`config.mk`:
```
export PLATFORM = sky130hd
export DESIGN_NAME = eu_speriph_plug_arbiter
export DESIGN_NICKNAME = d
export VERILOG_FILES = /design/src/rtl/eu_speriph_plug_arbiter_pkg.sv /design/src/rtl/eu_speriph_plug_arbiter_resp_fifo.sv /design/src/rtl/eu_speriph_plug_arbiter.sv
export SDC_FILE = /design/constraint.sdc
export NUM_CORES = 1
export LEC_CHECK = 0
export ABC_AREA = 1
export CORE_AREA = 2 2 134 136
export DETAILED_ROUTE_END_ITERATION = 8
export DIE_AREA = 0 0 136 138
export GPL_ROUTABILITY_DRIVEN = 0
export PLACE_DENSITY = 0.57
export SKIP_LAST_GASP = 1
export SYNTH_ARGS = -nofsm -noshare
export SYNTH_HDL_FRONTEND = slang
export SYNTH_SLANG_ARGS = --single-unit
export TNS_END_PERCENT = 20
```
`constraint.sdc`:
```
create_clock -name clk_i -period 4 [get_ports clk_i]
set_clock_uncertainty 0.1 [all_clocks]
set_input_delay 0.6 -clock clk_i [delete_from_list [all_inputs] [get_ports clk_i]]
set_output_delay 0.6 -clock clk_i [all_outputs]
set_load 0.005 [all_outputs]
```
`src/rtl/eu_speriph_plug_arbiter_pkg.sv`:
```
// Shared types for the event-unit speriph plug arbiter.
// Optional stall counters: EU_PLUG_ARB_STALL_CNT_EN.
package eu_speriph_plug_arbiter_pkg;

  localparam int NB_SPERIPH_PLUGS_EU = 2;
  localparam int EU_ID_WIDTH         = 5;
  localparam int EU_MAX_OUTSTANDING  = 2;

  function automatic int idx_width(input int n);
    return (n > 1) ? $clog2(n) : 1;
  endfunction

  typedef logic [idx_width(NB_SPERIPH_PLUGS_EU)-1:0] eu_plug_idx_t;

endpackage

```
`src/rtl/eu_speriph_plug_arbiter_resp_fifo.sv`:
```
// Response-routing FIFO: remembers which plug owns each
// outstanding transaction, in issue order.
module eu_plug_arb_resp_fifo #(
  parameter int DEPTH = 2,
  parameter int W     = 1
) (
  input  logic         clk_i,
  input  logic         rst_i,
  input  logic         push_i,
  input  logic [W-1:0] data_i,
  input  logic         pop_i,
  output logic         full_o,
  output logic         empty_o,
  output logic [W-1:0] head_o
);

  localparam int PW = (DEPTH > 1) ? $clog2(DEPTH) : 1;
  localparam int CW = $clog2(DEPTH + 1);

  logic [W-1:0]  mem [DEPTH];
  logic [PW-1:0] wr_ptr;
  logic [PW-1:0] rd_ptr;
  logic [CW-1:0] cnt;
  logic          do_push;
  logic          do_pop;

  function automatic logic [PW-1:0] inc(input logic [PW-1:0] p);
    return (p == PW'(DEPTH - 1)) ? '0 : p + PW'(1);
  endfunction

  assign full_o  = (cnt == CW'(DEPTH));
  assign empty_o = (cnt == '0);
  assign head_o  = mem[rd_ptr];
  assign do_push = push_i & ~full_o;
  assign do_pop  = pop_i & ~empty_o;

  always_ff @(posedge clk_i) begin
    if (do_push) begin
      mem[wr_ptr] <= data_i;
    end
  end

  always_ff @(posedge clk_i) begin
    if (rst_i) begin
      wr_ptr <= '0;
      rd_ptr <= '0;
      cnt    <= '0;
    end else begin
      if (do_push) begin
        wr_ptr <= inc(wr_ptr);
      end
      if (do_pop) begin
        rd_ptr <= inc(rd_ptr);
      end
      if (do_push && !do_pop) begin
        cnt <= cnt + CW'(1);
      end else if (!do_push && do_pop) begin
        cnt <= cnt - CW'(1);
      end
    end
  end

endmodule

```
`src/rtl/eu_speriph_plug_arbiter.sv`:
```
// Round-robin merge of speriph plugs onto the event unit port.
// Optional stall counters: EU_PLUG_ARB_STALL_CNT_EN.
module eu_speriph_plug_arbiter
  import eu_speriph_plug_arbiter_pkg::*;
#(
  parameter int NB_PLUGS        = NB_SPERIPH_PLUGS_EU,
  parameter int ID_WIDTH        = EU_ID_WIDTH,
  parameter int MAX_OUTSTANDING = EU_MAX_OUTSTANDING
) (
  input  logic                               clk_i,
  input  logic                               rst_i,
  input  logic [NB_PLUGS-1:0]                plug_req_i,
  input  logic [NB_PLUGS-1:0][31:0]          plug_add_i,
  input  logic [NB_PLUGS-1:0]                plug_wen_i,
  input  logic [NB_PLUGS-1:0][31:0]          plug_wdata_i,
  input  logic [NB_PLUGS-1:0][3:0]           plug_be_i,
  input  logic [NB_PLUGS-1:0][ID_WIDTH-1:0]  plug_id_i,
  output logic [NB_PLUGS-1:0]                plug_gnt_o,
  output logic [NB_PLUGS-1:0]                plug_r_valid_o,
  output logic                               plug_r_opc_o,
  output logic [ID_WIDTH-1:0]                plug_r_id_o,
  output logic [31:0]                        plug_r_rdata_o,
  output logic                               eu_req_o,
  output logic [31:0]                        eu_add_o,
  output logic                               eu_wen_o,
  output logic [31:0]                        eu_wdata_o,
  output logic [3:0]                         eu_be_o,
  output logic [ID_WIDTH-1:0]                eu_id_o,
  input  logic                               eu_gnt_i,
  input  logic                               eu_r_valid_i,
  input  logic                               eu_r_opc_i,
  input  logic [ID_WIDTH-1:0]                eu_r_id_i,
  input  logic [31:0]                        eu_r_rdata_i,
  output logic                               resp_err_o,
  output logic [NB_PLUGS-1:0][15:0]          stall_cnt_o,
  input  logic                               stall_clr_i
);

  localparam int IW = idx_width(NB_PLUGS);

  logic [IW-1:0]       rr_ptr;
  logic [IW-1:0]       winner;
  logic [IW-1:0]       fifo_head;
  logic                fifo_full;
  logic                fifo_empty;
  logic                req_int;
  logic                push;
  logic                pop;
  logic                resp_err_q;
  logic [NB_PLUGS-1:0] gnt;
  logic [NB_PLUGS-1:0] r_valid;

  always_comb begin
    logic       found;
    logic [IW-1:0] kk;
    winner = '0;
    found  = 1'b0;
    kk     = '0;
    for (int i = 0; i < NB_PLUGS; i++) begin
      kk = IW'((int'(rr_ptr) + i) % NB_PLUGS);
      if (!found && plug_req_i[kk]) begin
        winner = kk;
        found  = 1'b1;
      end
    end
  end

  // No full bypass: a pop this cycle does not reopen the port until next cycle.
  assign req_int = (|plug_req_i) & ~fifo_full;
  assign push    = req_int & eu_gnt_i;
  assign pop     = eu_r_valid_i & ~fifo_empty;

  eu_plug_arb_resp_fifo #(
    .DEPTH (MAX_OUTSTANDING),
    .W     (IW)
  ) i_resp_fifo (
    .clk_i   (clk_i),
    .rst_i   (rst_i),
    .push_i  (push),
    .data_i  (winner),
    .pop_i   (pop),
    .full_o  (fifo_full),
    .empty_o (fifo_empty),
    .head_o  (fifo_head)
  );

  always_ff @(posedge clk_i) begin
    if (rst_i) begin
      rr_ptr <= '0;
    end else if (push) begin
      rr_ptr <= (winner == IW'(NB_PLUGS - 1)) ? '0 : winner + IW'(1);
    end
  end

  always_ff @(posedge clk_i) begin
    if (rst_i) begin
      resp_err_q <= 1'b0;
    end else if (eu_r_valid_i && fifo_empty) begin
      resp_err_q <= 1'b1;
    end
  end

  always_comb begin
    gnt     = '0;
    r_valid = '0;
    if (push && !rst_i) begin
      gnt[winner] = 1'b1;
    end
    if (pop && !rst_i) begin
      r_valid[fifo_head] = 1'b1;
    end
  end

  assign plug_gnt_o     = gnt;
  assign plug_r_valid_o = r_valid;
  assign plug_r_opc_o   = eu_r_opc_i & ~rst_i;
  assign plug_r_id_o    = rst_i ? '0 : eu_r_id_i;
  assign plug_r_rdata_o = rst_i ? '0 : eu_r_rdata_i;
  assign eu_req_o       = req_int & ~rst_i;
  assign eu_add_o       = rst_i ? '0 : plug_add_i[winner];
  assign eu_wen_o       = plug_wen_i[winner] & ~rst_i;
  assign eu_wdata_o     = rst_i ? '0 : plug_wdata_i[winner];
  assign eu_be_o        = rst_i ? '0 : plug_be_i[winner];
  assign eu_id_o        = rst_i ? '0 : plug_id_i[winner];
  assign resp_err_o     = resp_err_q & ~rst_i;

`ifdef EU_PLUG_ARB_STALL_CNT_EN
  logic [NB_PLUGS-1:0][15:0] stall_q;

  always_ff @(posedge clk_i) begin
    if (rst_i || stall_clr_i) begin
      stall_q <= '0;
    end else begin
      for (int i = 0; i < NB_PLUGS; i++) begin
        if (plug_req_i[i] && !gnt[i] && stall_q[i] != 16'hffff) begin
          stall_q[i] <= stall_q[i] + 16'd1;
        end
      end
    end
  end

  assign stall_cnt_o = rst_i ? '0 : stall_q;
`else
  logic unused_stall_clr;
  assign unused_stall_clr = stall_clr_i;
  assign stall_cnt_o      = '0;
`endif

endmodule
```
==> flow_metrics.tcl, run 1 <==
set metrics [dict create \
    synth_top_cell_by_area "nor2_1" \
    synth.area.top_cells "nor2_1, o21ai_0, buf_4" \
    post_synth_num_cell_types 21 \
    clkSinkCount 9 \
    die_h_microns 138 \
    area_growth_pct 151 \
    met2_usage_pct 20.6 \
    critPathCaptureType "primary output" \
    hpwl_microns 8890 \
    utilization_pct 30.4 \
    grt.busiest_layer "met2" \
    p_leak_uw 0.00228 \
    core_area_sq_mm 0.0175 \
    fillers 1933 \
    htreeDepth 1 \
    tns_ps 0 \
    startpoint_type "input pin" \
    finalCritPeriodShare_pct 81.6 \
    die_area_sq_mm 0.0188 \
    critPathSlowestCell "clkdlybuf4s50_1" \
    ir_drop_mv 0.102 \
    drc 0 \
    ys_warn_count 0 \
    io_pins 343 \
    use_met1_pct 11.7 \
    overflow 0 \
    outcome "complete, no violations" \
    synth_ff_type "dfxtp_1" \
    initial_core_util_pct 12.1 \
    seq_area_sq_um 200 \
    num_antenna_cells 0 \
    wire_per_inst_microns 11.5 \
    via_per_inst 3.71 \
    clkTransAtPathRegs_ps 40 \
    power.density_mw_per_mm2 178 \
    wirelength_microns 10900 \
    synth_cells 428 \
    maxSlewViolCount 0 \
    grt_pass1_wl_microns 16400 \
    num_vias 3510 \
    drt-initial-drc-count 116 \
    ys_ff_latch 9 \
    holdBufCountCts 0 \
    critical_path.max_stage_delay_ps 510 \
    path_class "in2out" \
    rsz0062_at_grt "no" \
    cts.path.max_buffers 2 \
    syn_area_sq_mm 0.00212 \
    ys_seq_area_share_pct 9.44 \
    die_x_microns 136 \
    multiInputGateArea_sq_mm 0.00138 \
    syn_avg_cell_area_sq_um 4.96 \
    portBuffers 309 \
    required_ps 3300 \
    hp-class "reg2reg" \
    grt_use_met3_pct 2.82 \
    min_period_ps 3270 \
    synth_top_area_share_pct 34.7 \
    nets 913 \
    crit_fanout 48 \
    post_dp_cell_area_sq_mm 0.00525 \
    grtUsageTotal_pct 10.7 \
    numCtsBuffers 3 \
    drt-pass1-iter-count 4 \
    cts_tree "built" \
    grt_pass1_vias 3283 \
    crit_chain "clkdlybuf4s50_1, nand2_1, nand2_2, buf_4, o21ai_0, nor2_1, clkdlybuf4s50_1" \
    power_uw 947 \
    drv_cap 0 \
    final_area_sq_mm 0.00533 \
    antenna_left 0 \
    synth_edf_count 2 \
    post_cts_buffers 0 \
    antenna_found_initial 0 \
    fmax_mhz 306 \
    rows 49 \
    path_common_cell "clkdlybuf4s50_1" \
    hold_viol 0 \
    cts_root_buf "clkbuf_16" \
    clock_latency_ps 240 \
    layout-drive-gt1-share_pct 1.81 \
    synthArstFlopShare_pct 0 \
    post_cts_resized 0 \
    grt_max_degree 50 \
    cp.arrival_ps 2570 \
    setup_viol_count_final 0 \
]
-- power breakdown --
part | leakage (uW) | internal, uW | total, uW | switching (uW)
Combinational | 0.00216 | 384 | 638 | 255
Sequential | 0.0000768 | 117 | 132 | 14.4
Clock | 0.0000382 | 133 | 178 | 44.4
Total | 0.00228 | 634 | 947 | 313
-- synthesized netlist by cell type, types with 2 or more instances --
cell type and number:
dfxtp_1 7, buf_4 32, inv_1 54, buf_2 5
buf_6 12, o21ai_0 68, nand4_1 3, nor2_1 196
clkbuf_1 12, o21ai_1 9, a21oi_1 2, edfxtp_1 2
nand2_1 13, nand3_1 4, nor3_1 3
-- cell families (layout without fill, tap and decap cells) --
| logic type | Yosys count | after routing | share of synthesized area [%] |
|---|---|---|---|
| other | 1 | 32 | 0.177 |
| adders and majority gates | 1 | 1 | 0.590 |
| AOI/OAI and AO/OA | 79 | 79 | 18.6 |
| buffers and inverters | 117 | 376 | 31.0 |
| DFF | 9 | 9 | 9.44 |
| and+or+nand+nor | 221 | 221 | 40.2 |
-- per-stage QoR --
step	hold WS (ps)	setup WS, ps	instances
after floorplan	336	2070	459
after global placement	350	713	943
after detailed placement	356	728	943
after CTS	362	697	947
after global routing	395	532	947
final	359	734	947
-- per-layer routing --
layer,part of all wire [%],vias to the layer above
met1,37,1483
met4,0.44,0
li1,-,1811
met2,51,210
met3,12,6
met5,0,-
-- critical path: cells and delay by family --
kind / cells / cell delay [ps]
AO/OA/AOI/OAI: 1 / 240
buffers and inverters: 3 / 1400
AND/OR/NAND/NOR: 3 / 320
-- final timing paths --
kind,from,end,slack [ps],cells after the start
max,plug_req_i[0],eu_wdata_o[20],730,7
min,resp_err_q$_SDFFE_PP0P_,resp_err_q$_SDFFE_PP0P_,360,2
max reg2reg,i_resp_fifo.cnt[0]$_SDFFE_PP0P_,i_resp_fifo.cnt[1]$_SDFFE_PP0P_,2370,9
min reg2reg,resp_err_q$_SDFFE_PP0P_,resp_err_q$_SDFFE_PP0P_,360,2
-- final cells by class --
cell class / count / area share [%]
clock buffers: 4 / 1.48
multi-input cells: 333 / 25.9
flip-flops and latches: 9 / 3.76
well taps: 229 / 5.38
inverters: 56 / 3.97
repair buffers: 316 / 59.5
-- cells in the final DEF, fill, tap and decap left out, drive strengths merged --
cell type,n
buf,7
inv,55
ha,1
nor3b,1
edfxtp,2
conb,32
nor3,3
nand2,14
nand4,3
clkbuf,4
nor2,196
clkdlybuf4s50,309
a21oi,2
o21ai,77
dfxtp,7
clkinv,1
nand3,4
Note: power is estimated with default switching activity, not from simulation.
==> inputs of run 2 (changes only) <==
- CORE_AREA: 2 2 134 136 -> 2 2 133 135
- DIE_AREA: 0 0 136 138 -> 0 0 135 137
- PLACE_DENSITY: 0.57 -> 0.58
- clock period: 4 -> 3.3 ns (I/O delays scaled with it)
==> run 2 against run 1 <==
  * Worst hold slack lost 1.1 ps
  * Via count shrank 1.0%
  * First-iteration DRC count shrank 16%
  * Cell area grew 0.23%
  * Sequential share of layout area is essentially flat
  * Clock-buffer cell count is the same
  * Non-clock buffer count shrank 1
  * Critical path depth grew 1
  * Register-to-register slack lost 680 ps
  * Die area shrank 1.5%
  * Global-route usage grew 0.28 points
  * Sequential cell count is the same
  * Critical path type unchanged
==> flow_metrics.tcl, run 2 (synthesized netlist as in run 1, its figures left out) <==
set metrics [dict create \
    outcome "complete, no violations" \
    grtUsageTotal_pct 11.0 \
    r2r-end "i_resp_fifo.cnt[1]$_SDFFE_PP0P_" \
    crit_fanout 45 \
    clkTransAtPathRegs_ps 40 \
    ff2ff_path_depth 10 \
    core_area_sq_mm 0.0171 \
    rows 48 \
    critical_path.max_stage_delay_ps 530 \
    p_leak_uw 0.00228 \
    io_pins 343 \
    holdBufCountCts 0 \
    tns_ps 0 \
    worst_slack_ps 311 \
    startpoint "plug_req_i[0]" \
    post_cts_buffers 0 \
    layout-drive-gt1-share_pct 1.67 \
    hold_start "resp_err_q$_SDFFE_PP0P_" \
    final_cell_mix "clkdlybuf4s50_1, nor2_1, o21ai_0" \
    die_area_sq_mm 0.0185 \
    clkSinkCount 9 \
    final_common_cell "clkdlybuf4s50_1" \
    ir_drop_mv 0.218 \
    setup_viol_count_final 0 \
    grt_pass1_vias 3210 \
    overflow 0 \
    cp.arrival_ps 2390 \
    nets 912 \
    holdPathStages 2 \
    drt-pass1-iter-count 6 \
    hold_viol 0 \
    via_per_inst 3.69 \
    min_period_ps 2990 \
    rr_startpoint "i_resp_fifo.cnt[0]$_SDFFE_PP0P_" \
    critPathSlowestCell "clkdlybuf4s50_1" \
    antenna_found_initial 0 \
    utilization_pct 31.3 \
    die_x_microns 135 \
    crit_chain "clkdlybuf4s50_1, nand2_1, nand2_2, inv_2, buf_12, nor2_1, nor2_1, clkdlybuf4s50_1" \
    drt-initial-drc-count 98 \
    maxSlewViolCount 0 \
    hpwl_microns 8880 \
    grt_max_degree 81 \
    critPathCaptureType "primary output" \
    antenna_left 0 \
    startpoint_type "input pin" \
    cts_root_buf "clkbuf_16" \
    power_uw 1150 \
    place_ws_ps 301 \
    clock_latency_ps 240 \
    r2r_slack_ps 1690 \
    hp-class "reg2reg" \
    portBuffers 309 \
    die_h_microns 137 \
    num_vias 3474 \
    post_cts_resized 0 \
    wirelength_microns 11000 \
    finalCritPeriodShare_pct 90.6 \
    drc 0 \
    wire_per_inst_microns 11.6 \
    power.density_mw_per_mm2 216 \
    cts.path.max_buffers 2 \
    area_growth_pct 152 \
    min_to "resp_err_q$_SDFFE_PP0P_" \
    htreeDepth 1 \
    drv_cap 0 \
    cts_tree "built" \
    rsz0062_at_grt "no" \
    initial_core_util_pct 12.4 \
    grt_pass1_wl_microns 16400 \
    path_class "in2out" \
    numCtsBuffers 3 \
    num_antenna_cells 0 \
    required_ps 2700 \
    fmax_mhz 335 \
]
[run 2: cell count changes in the layout (fill, tap and decap cells not counted)]
cell / before / now
buf_12: 2 / 4
buf_4: 5 / 2
[run 2: routing by layer]
layer,part of all wire (%),GRT usage [%]
met5,0,0
met4,1.5,2.26
met3,11,2.93
met2,50,20.6
met1,37,12.4
[run 2: critical path: cells and delay by family]
family,cells,cell delay [ps]
AND/OR/NAND/NOR,4,420
buffers and inverters,4,1440
[run 2: report_power, final]
group	total, uW	leakage (uW)	switching (uW)	internal, uW
Clock	216	0.0000382	54.6	162
Sequential	159	0.0000768	16.7	142
Combinational	776	0.00217	307	469
Total	1150	0.00228	378	773
[run 2: cell type report]
| class | instances | area (sq um) |
|---|---|---|
| fill | 1840 | 11700 |
| multi-input combinational | 333 | 1380 |
| timing repair buffer | 315 | 3190 |
| sequential | 9 | 200 |
| tap | 225 | 282 |
| clock buffer | 4 | 78.8 |
| inverter | 56 | 211 |
[run 2: how the worst max path moves through the flow]
stage / end / cells past startpoint
final: eu_add_o[0] / 8
after global routing: eu_add_o[13] / 8
after CTS: eu_add_o[0] / 8
after detailed placement: eu_add_o[13] / 8
after global placement: eu_add_o[13] / 8
after floorplan: eu_id_o[2] / 5
[run 2: per-stage QoR]
step | instances | cell area [sq um] | hold WS (ps)
6_report | 942 | 5340 | 357
5_1_grt | 942 | 5340 | 377
4_1_cts | 942 | 5340 | 358
3_5_place_dp | 938 | 5260 | 352
3_3_place_gp | 938 | 5260 | 350
2_1_floorplan | 459 | 2240 | 336
==> inputs of run 3 (changes only) <==
- ABC_CLOCK_PERIOD_IN_PS: default -> 3300
- CTS_CLUSTER_DIAMETER: default -> 80
==> results of run 3 <==
The final DEF is identical to that of run 2; final timing and power are the same.
